==> config.mk <==
export PLATFORM = sky130hd
export DESIGN_NAME = rotate_regs
export DESIGN_NICKNAME = d
export VERILOG_FILES = /design/src/rtl/rotate_regs.sv
export SDC_FILE = /design/constraint.sdc
export NUM_CORES = 1
export LEC_CHECK = 0
export CORE_AREA = 4 4 114 116
export DETAILED_ROUTE_END_ITERATION = 8
export DIE_AREA = 0 0 118 120
export PLACE_DENSITY = 0.78
export SLEW_MARGIN = 10
export SYNTH_ARGS = -nofsm -noshare
export SYNTH_HDL_FRONTEND = slang
export SYNTH_SLANG_ARGS = --single-unit
==> constraint.sdc <==
create_clock -name I_PCLK -period 1.79 [get_ports I_PCLK]
set_clock_uncertainty 0.1 [all_clocks]
set_input_delay 0.4475 -clock I_PCLK [delete_from_list [all_inputs] [get_ports I_PCLK]]
set_output_delay 0.4475 -clock I_PCLK [all_outputs]
set_load 0.01 [all_outputs]
==> src/rtl/rotate_regs.sv <==
// APB-style register block for the image rotate engine: configuration registers,
// job launch/complete FSM, sticky DONE/ERR status and a level interrupt.
module rotate_regs #(
  parameter logic [31:0] ID_VALUE = 32'h524F_5401
) (
  input  logic        I_PCLK,
  input  logic        I_PRESET,
  input  logic        I_REG_WE,
  input  logic        I_REG_RE,
  input  logic [7:0]  I_REG_ADDR,
  input  logic [31:0] I_REG_WDATA,
  output logic [31:0] O_REG_RDATA,
  output logic [31:0] O_SRC_ADDR,
  output logic [31:0] O_DST_ADDR,
  output logic [15:0] O_WIDTH,
  output logic [15:0] O_HEIGHT,
  output logic [1:0]  O_DIR,
  output logic        O_START,
  input  logic        I_DONE,
  input  logic        I_ERR,
  output logic        O_BUSY,
  output logic        O_IRQ
);

  typedef enum logic [1:0] {
    IDLE,
    LAUNCH,
    RUN
  } state_e;

  state_e      state_q, state_d;
  logic [29:0] src_q, dst_q;
  logic [15:0] width_q, height_q;
  logic [1:0]  dir_q;
  logic        irq_en_q;
  logic        done_q, done_d;
  logic        err_q, err_d;
  logic        irq_q;
  logic [31:0] rdata_q, rdata_d;

  logic [5:0]  word;
  logic        busy, size_ok, start_req;
  logic        wr_ctrl, wr_status, wr_src, wr_dst, wr_size;
  logic        unused_ok;

  assign word      = I_REG_ADDR[7:2];
  assign unused_ok = &{1'b0, I_REG_ADDR[1:0]};

  assign wr_ctrl   = I_REG_WE && (word == 6'd0);
  assign wr_status = I_REG_WE && (word == 6'd1);
  assign wr_src    = I_REG_WE && (word == 6'd2);
  assign wr_dst    = I_REG_WE && (word == 6'd3);
  assign wr_size   = I_REG_WE && (word == 6'd4);

  assign busy      = (state_q != IDLE);
  assign size_ok   = (width_q != '0) && (height_q != '0);
  assign start_req = wr_ctrl && I_REG_WDATA[0] && !busy;

  always_comb begin
    state_d = state_q;
    case (state_q)
      IDLE:    if (start_req && size_ok) state_d = LAUNCH;
      LAUNCH:  state_d = RUN;
      RUN:     if (I_DONE || I_ERR) state_d = IDLE;
      default: state_d = IDLE;
    endcase
  end

  // W1C clear is applied first so a coincident set event takes priority.
  always_comb begin
    done_d = done_q;
    err_d  = err_q;
    if (wr_status && I_REG_WDATA[1]) done_d = 1'b0;
    if (wr_status && I_REG_WDATA[2]) err_d  = 1'b0;
    if ((state_q == RUN) && I_DONE) done_d = 1'b1;
    if ((state_q == RUN) && I_ERR)  err_d  = 1'b1;
    if (start_req && !size_ok)      err_d  = 1'b1;
  end

  always_comb begin
    rdata_d = rdata_q;
    if (I_REG_RE) begin
      case (word)
        6'd0:    rdata_d = {28'd0, irq_en_q, dir_q, 1'b0};
        6'd1:    rdata_d = {29'd0, err_q, done_q, busy};
        6'd2:    rdata_d = {src_q, 2'b00};
        6'd3:    rdata_d = {dst_q, 2'b00};
        6'd4:    rdata_d = {height_q, width_q};
        6'd5:    rdata_d = ID_VALUE;
        default: rdata_d = '0;
      endcase
    end
  end

  always_ff @(posedge I_PCLK) begin
    if (I_PRESET) begin
      state_q  <= IDLE;
      src_q    <= '0;
      dst_q    <= '0;
      width_q  <= '0;
      height_q <= '0;
      dir_q    <= '0;
      irq_en_q <= 1'b0;
      done_q   <= 1'b0;
      err_q    <= 1'b0;
      irq_q    <= 1'b0;
      rdata_q  <= '0;
    end else begin
      state_q <= state_d;
      done_q  <= done_d;
      err_q   <= err_d;
      irq_q   <= irq_en_q & (done_q | err_q);
      rdata_q <= rdata_d;
      if (wr_ctrl) begin
        irq_en_q <= I_REG_WDATA[3];
        if (!busy) dir_q <= I_REG_WDATA[2:1];
      end
      if (!busy) begin
        if (wr_src) src_q <= I_REG_WDATA[31:2];
        if (wr_dst) dst_q <= I_REG_WDATA[31:2];
        if (wr_size) begin
          width_q  <= I_REG_WDATA[15:0];
          height_q <= I_REG_WDATA[31:16];
        end
      end
    end
  end

  assign O_REG_RDATA = rdata_q;
  assign O_SRC_ADDR  = {src_q, 2'b00};
  assign O_DST_ADDR  = {dst_q, 2'b00};
  assign O_WIDTH     = width_q;
  assign O_HEIGHT    = height_q;
  assign O_DIR       = dir_q;
  assign O_START     = (state_q == LAUNCH);
  assign O_BUSY      = busy;
  assign O_IRQ       = irq_q;

endmodule
==> run summary, run 1 <==
Cell accounting for the most synthesized area: dfxtp_1
Drt initial violations: 734
Layout cells sized above 1: 0.122
Final WS setup: 0.0383 ns
Number of synthesized flops with an enable pin: 0
Place WS: -0.686 ns
Chip height: 120 µm
Antenna violations before repair: 0
Worst Max-Slew Pin Slew: 0.589 ns
Main synth FF type: dfxtp_1
Yosys synthesis warning count: 0
Hold Crit Depth: 2
Final #Nets: 884
Post-DP HPWL: 13.3 mm
Worst slew margin: 0.606
Antenna cell count: 0
All-layer global routing usage: 0.265
Final Power: 0.00684 W
Largest net degree at the start of global routing: 69
CTS tree: built
Status: completed
Final Critical Period: 1.75 ns
Skew-Pair Late Insertion Delay: 0.41 ns
Crit-path max cell delay: 0.34 ns
First-pass GRT wire length: 30.2 mm
Crit-path max FO: 4
Worst hold path type: reg -> reg
RSZ-0062 raised after global routing: yes
# setup viols final: 0
Ports: 179
Final period util: 0.979
Peak supply drop: 0.000528 V
Setup TNS: 0 ns
Initial Util: 0.457
Register area share after synthesis: 0.485
Vias after detailed routing: 5841
Max-Cap Viols: 0
Family with the most delay on the worst path: flip-flops
Pwr dens: 851 nW/µm²
Vias in the first global route: 5798
Synth top cells by count: 202 x nand2_1, 132 x dfxtp_1, 93 x a21oi_1
Worst Path Buf+Inv: 1
Yosys reg bits: 132
Final wirelength: 19.4 mm
Design area: 8030 µm²
Hold slack: 0.368 ns
DRC viols: 0
Reg2reg end: dst_q[9]
Critical Path Stages: 2
Post-synth ARST share: 0
Critical Path Sink Type: primary output
# rows: 40
Post-synth cell types: 42
Slowest cell on the critical path: dfxtp_2
Overall die area: 14200 µm²
Routability Congestion: 0.979
IO buf count: 172
Final hold violations: 0
Syn Area/Cell: 8.39 µm²
Vias per cell: 5.85
CP arrival: 1.20 ns
Clock root cell: clkbuf_16
LEAKAGE: 3.49 nW
First-pass detailed-route iteration total: 6
FMAX: 571 MHz
Yosys top cell area share: 0.485
Most instantiated library cell after synthesis: nand2_1
Hold_buf cts: 0
Mapped cell area: 5450 µm²
Overflow after GRT: 0
Fillcell total: 923
TritonCTS Buffers: 17
Clock Pin Slew Worst Setup and Hold Paths: 0.05 ns
Core area: 11900 µm²
Crit path to: O_BUSY
Synth area leaders: dfxtp_1 49%, nand2_1 14%, a21oi_1 8.5%, mux2i_1 3.9%, a22o_1 2.9%
Sinks on Clock Net: 132
Cells after Synth: 649
CP Class: reg -> out
Flop-to-flop setup slack: 0.21 ns
Die W: 118 µm
Dpl cell area: 7530 µm²
Layout Area Growth over Synthesis: 47.5%
WP data required: 1.24 ns
Crit path from: state_q[1]
Remaining antenna violation count: 0
Max Transition Viols Final: 0
CP cell instances: or2_2, buf_2
Max Buffers Root-to-Sink: 2
RR Startpoint: state_q[1]
Startpoint Class: flop
Reg2Reg Depth: 7
Routed len/inst: 19.5 µm
CTS H-tree lvls: 4
[placed cells by master (no fill, tap or decap), types with 4 or more instances in the layout]
cell / synthesis / routed
a21oi_1: 93 / 93
a221oi_1: 11 / 10
a222oi_1: 11 / 11
a22o_1: 18 / 18
and3_1: 15 / 15
buf_12: 0 / 8
buf_4: 8 / 37
buf_6: 1 / 5
clkbuf_16: 0 / 17
clkdlybuf4s50_1: 0 / 36
clkinv_2: 0 / 5
conb_1: 1 / 4
dfxtp_1: 132 / 125
dfxtp_2: 0 / 7
dlygate4sd2_1: 0 / 132
mux2i_1: 21 / 21
nand2_1: 202 / 202
nand3_1: 5 / 5
nand4_1: 6 / 6
nor2_1: 9 / 8
nor4_1: 9 / 9
o21ai_0: 12 / 12
o2bb2ai_1: 18 / 18
[metal layers]
layer | GRT usage | up-vias | wire length, µm
met4 | 0.118 | 0 | 484
met3 | 0.0730 | 44 | 1930
met5 | 0 | - | 0
met2 | 0.428 | 384 | 9180
li1 | - | 2665 | -
met1 | 0.330 | 2748 | 7850
[sequential cells by signal, indices dropped and copies added (netlist names), 2 cells and up]
signal and count:
O_WIDTH 16, O_DIR 2, state_q 2, O_HEIGHT 16
src_q 30, dst_q 30, O_REG_RDATA 32
[worst min-delay path by stage]
stage / start / endpoint / slack [ns]
floorplan: irq_en_q / O_IRQ / 0.37
global placement: dst_q[28] / dst_q[28] / 0.36
detailed placement: src_q[4] / src_q[4] / 0.36
CTS: dst_q[5] / dst_q[5] / 0.37
global route: I_PRESET / O_REG_RDATA[29] / 0.39
finish: dst_q[13] / dst_q[13] / 0.37
[stage by stage]
stage / utilization / std cells
after floorplan: - / 652
after global placement: 0.632 / 964
after detailed placement: 0.632 / 964
after CTS: 0.670 / 996
after global routing: 0.674 / 998
final: 0.674 / 998
[final cells by class]
type / instances / area, µm² / area share
flip-flops and latches: 132 / 2650 / 0.330
multi-input cells: 464 / 2570 / 0.319
repair buffers: 222 / 2030 / 0.253
clock buffers: 22 / 464 / 0.0578
well taps: 147 / 184 / 0.0229
clock inverters: 10 / 130 / 0.0162
inverters: 1 / 3.75 / 0.000467
[report_power, final]
group,switching [W],total [W],internal [W]
clock,0.00126,0.00351,0.00225
sequential,0.00000885,0.00296,0.00295
combinational,0.000210,0.000371,0.000162
total,0.00148,0.00684,0.00536
[worst register-to-register path, delay by kind of cell, from the launching register on]
kind | cells | cell delay (ns)
and+or+nand+nor | 3 | 0.51
buffers and inverters | 3 | 0.45
DFF | 1 | 0.34
AOI/OAI and AO/OA | 1 | 0.11
[what timing repair did]
item / in CTS / in global routing
setup endpoints to repair: 218 / 33
pin swaps: 2 / 1
buffers inserted: 0 / 1
cloned: 0 / 1
resized for setup: 148 / 15
[cells by family (layout without fill, tap and decap cells)]
| kind of cell | count (synthesis) | count (layout) | share of synthesized area |
|---|---|---|---|
| AOI/OAI and AO/OA | 174 | 174 | 0.210 |
| buffers and inverters | 56 | 255 | 0.0510 |
| DFF | 132 | 132 | 0.485 |
| muxes | 22 | 22 | 0.0407 |
| other | 1 | 4 | 0.000688 |
| and+or+nand+nor | 264 | 264 | 0.213 |
Power figures use the tool's default switching activity.
==> run 2: changes to the inputs <==
- clock period: 1.79 -> 1.9 ns (I/O delays scaled with it)
==> run 2 against run 1 <==
  * Total power decreased by 1.3%
  * Combinational power is 5.9% lower
  * Worst hold slack got worse by 0.14 ns
  * Global-route usage rose by 0.074 points
  * Sequential power decreased by 6%
  * Critical path depth increased by 3
  * Largest cell class unchanged
  * Cell count is 0.10% higher
  * The flow now finishes with violations (negative setup slack)
  * Sequential cell count is the same
  * Register-to-register slack better by 0.09 ns
  * Clock power is 3% higher
==> run summary, run 2 (synthesized netlist as in run 1, its figures left out) <==
Status: finished with violations (was completed)
Failing checks: negative setup slack
# rows: 40 (unchanged)
Final wirelength: 19.6 mm (was 19.4 mm)
FMAX: 523 MHz
Hold_buf cts: 0 (unchanged)
Crit-path max cell delay: 0.64 ns (was 0.34 ns)
IO buf count: 172 (unchanged)
CP Class: in -> reg (was reg -> out)
Die W: 118 µm (unchanged)
CTS tree: built (unchanged)
LEAKAGE: 3.93 nW (was 3.49 nW)
All-layer global routing usage: 0.265 (about the same)
Startpoint Class: primary input (was flop)
Vias after detailed routing: 5813 (was 5841)
Initial Util: 0.457 (unchanged)
Vias per cell: 5.82 (was 5.85)
Layout Area Growth over Synthesis: 50.9% (was 47.5%)
WP data required: 2.06 ns (was 1.24 ns)
CP arrival: 2.07 ns (was 1.20 ns)
Routability Congestion: 0.930 (was 0.979)
Max-Cap Viols: 0 (unchanged)
CTS H-tree lvls: 4 (unchanged)
# setup viols final: 1 (was 0)
Pwr dens: 821 nW/µm² (was 851 nW/µm²)
Final Power: 0.00675 W (was 0.00684 W)
Ports: 179 (unchanged)
Max FFs per register: 32 (unchanged)
Antenna violations before repair: 0 (unchanged)
Layout cells sized above 1: 0.124 (was 0.122)
Critical Path Sink Type: flop (was primary output)
Core area: 11900 µm² (unchanged)
Worst Max-Slew Pin Slew: 1.03 ns (was 0.589 ns)
CP cell instances: clkdlybuf4s50_1, and3b_2, buf_12, a222oi_1, a221oi_1 (was or2_2, buf_2)
Chip height: 120 µm (unchanged)
Final period util: 1.01
Max Transition Viols Final: 0 (unchanged)
Family with the most delay on the worst path: buffers and inverters (was flip-flops)
Final Critical Period: 1.91 ns
Routed len/inst: 19.6 µm (was 19.5 µm)
Final WS setup: -0.0131 ns (was 0.0383 ns)
Post-DP HPWL: 13.5 mm (was 13.3 mm)
Worst hold path type: in -> reg (was reg -> reg)
Final hold violations: 0 (unchanged)
Worst Path Buf+Inv: 2 (was 1)
Hold slack: 0.229 ns (was 0.368 ns)
Skew-Pair Late Insertion Delay: 0.41 ns (about the same)
Worst slew margin: 0.311 (was 0.606)
Sinks on Clock Net: 132 (unchanged)
Peak supply drop: 0.000496 V (was 0.000528 V)
DRC viols: 0 (unchanged)
Commonest non-fill, non-tap cell in the layout: nand2_1 (unchanged)
First-pass detailed-route iteration total: 6 (unchanged)
TritonCTS Buffers: 17 (unchanged)
Clock root cell: clkbuf_16 (unchanged)
RSZ-0062 raised after global routing: yes (unchanged)
Crit-path max FO: 22 (was 4)
Clock Pin Slew Worst Setup and Hold Paths: 0.06 ns (was 0.05 ns)
Final #Nets: 885 (was 884)
Highest-count cells in the layout ignoring fill and taps: 201 x nand2_1, 127 x dfxtp_1, 93 x a21oi_1 (was 202 x nand2_1, 132 x dlygate4sd2_1, 125 x dfxtp_1)
Vias in the first global route: 5824 (was 5798)
Largest net degree at the start of global routing: 64 (was 69)
Slowest cell on the critical path: clkdlybuf4s50_1 (was dfxtp_2)
Antenna cell count: 0 (unchanged)
Overflow after GRT: 0 (unchanged)
Remaining antenna violation count: 0 (unchanged)
First-pass GRT wire length: 30.2 mm (about the same)
Drt initial violations: 570 (was 734)
Overall die area: 14200 µm² (unchanged)
Max Buffers Root-to-Sink: 2 (unchanged)
-- run 2: cell count changes in the layout (fill, tap and decap cells not counted), sizes merged --
cell / change
clkbuf: +1
buf: +1
clkdlybuf4s50: +11
clkinvlp: -1
dlymetal6s2s: +34
clkinv: -2
dlygate4sd2: -45
bufinv: +2
-- run 2: repair_timing --
action	4_1_cts	5_1_grt
gates cloned	0	2
pin swaps	3	3
setup buffers	0	2
setup endpoints to repair	142	111
resized for setup	98	53
-- run 2: final cells by class --
type | count | area (µm²)
flip-flops and latches | 132 | 2650
repair buffers | 223 | 2150
multi-input cells | 464 | 2570
fillers | 904 | 3690
well taps | 147 | 184
clock buffers | 23 | 488
clock inverters | 9 | 173
inverters | 1 | 3.75
-- run 2: through the flow --
step / instances / utilization / worst slack, ns / cell area [µm²] / TNS [ns]
floorplan: 652 / - / 0.205 / 5460 / 0
global placement: 963 / 0.630 / -0.453 / 7500 / -45.93
detailed placement: 963 / 0.630 / -0.513 / 7500 / -50.27
CTS: 995 / 0.677 / 0.00000755 / 8070 / 0
global route: 999 / 0.690 / -0.0497 / 8220 / -0.176
finish: 999 / 0.690 / -0.0131 / 8220 / -0.0131
-- run 2: worst paths after layout --
kind,to,cells after the start,start,slack (ns)
setup reg to reg,O_WIDTH[1],6,state_q[1],0.30
setup / recovery,O_REG_RDATA[28],5,I_REG_ADDR[3],-0.01
hold / removal,O_REG_RDATA[2],2,I_PRESET,0.23
hold reg to reg,src_q[19],2,src_q[19],0.37
-- run 2: report_power, final --
part	internal, W	switching [W]	total (W)	leakage (nW)
logic	0.000152	0.000197	0.000349	2.54
registers	0.00278	0.00000812	0.00279	1.07
clock network	0.00246	0.00115	0.00362	0.323
-- run 2: routing by layer --
metal / share of wire / vias up / global-route usage
met5: 0 / - / 0
met4: 0.029 / 0 / 0.108
met3: 0.096 / 47 / 0.0844
met2: 0.48 / 343 / 0.439
met1: 0.40 / 2751 / 0.320
li1: - / 2672 / -
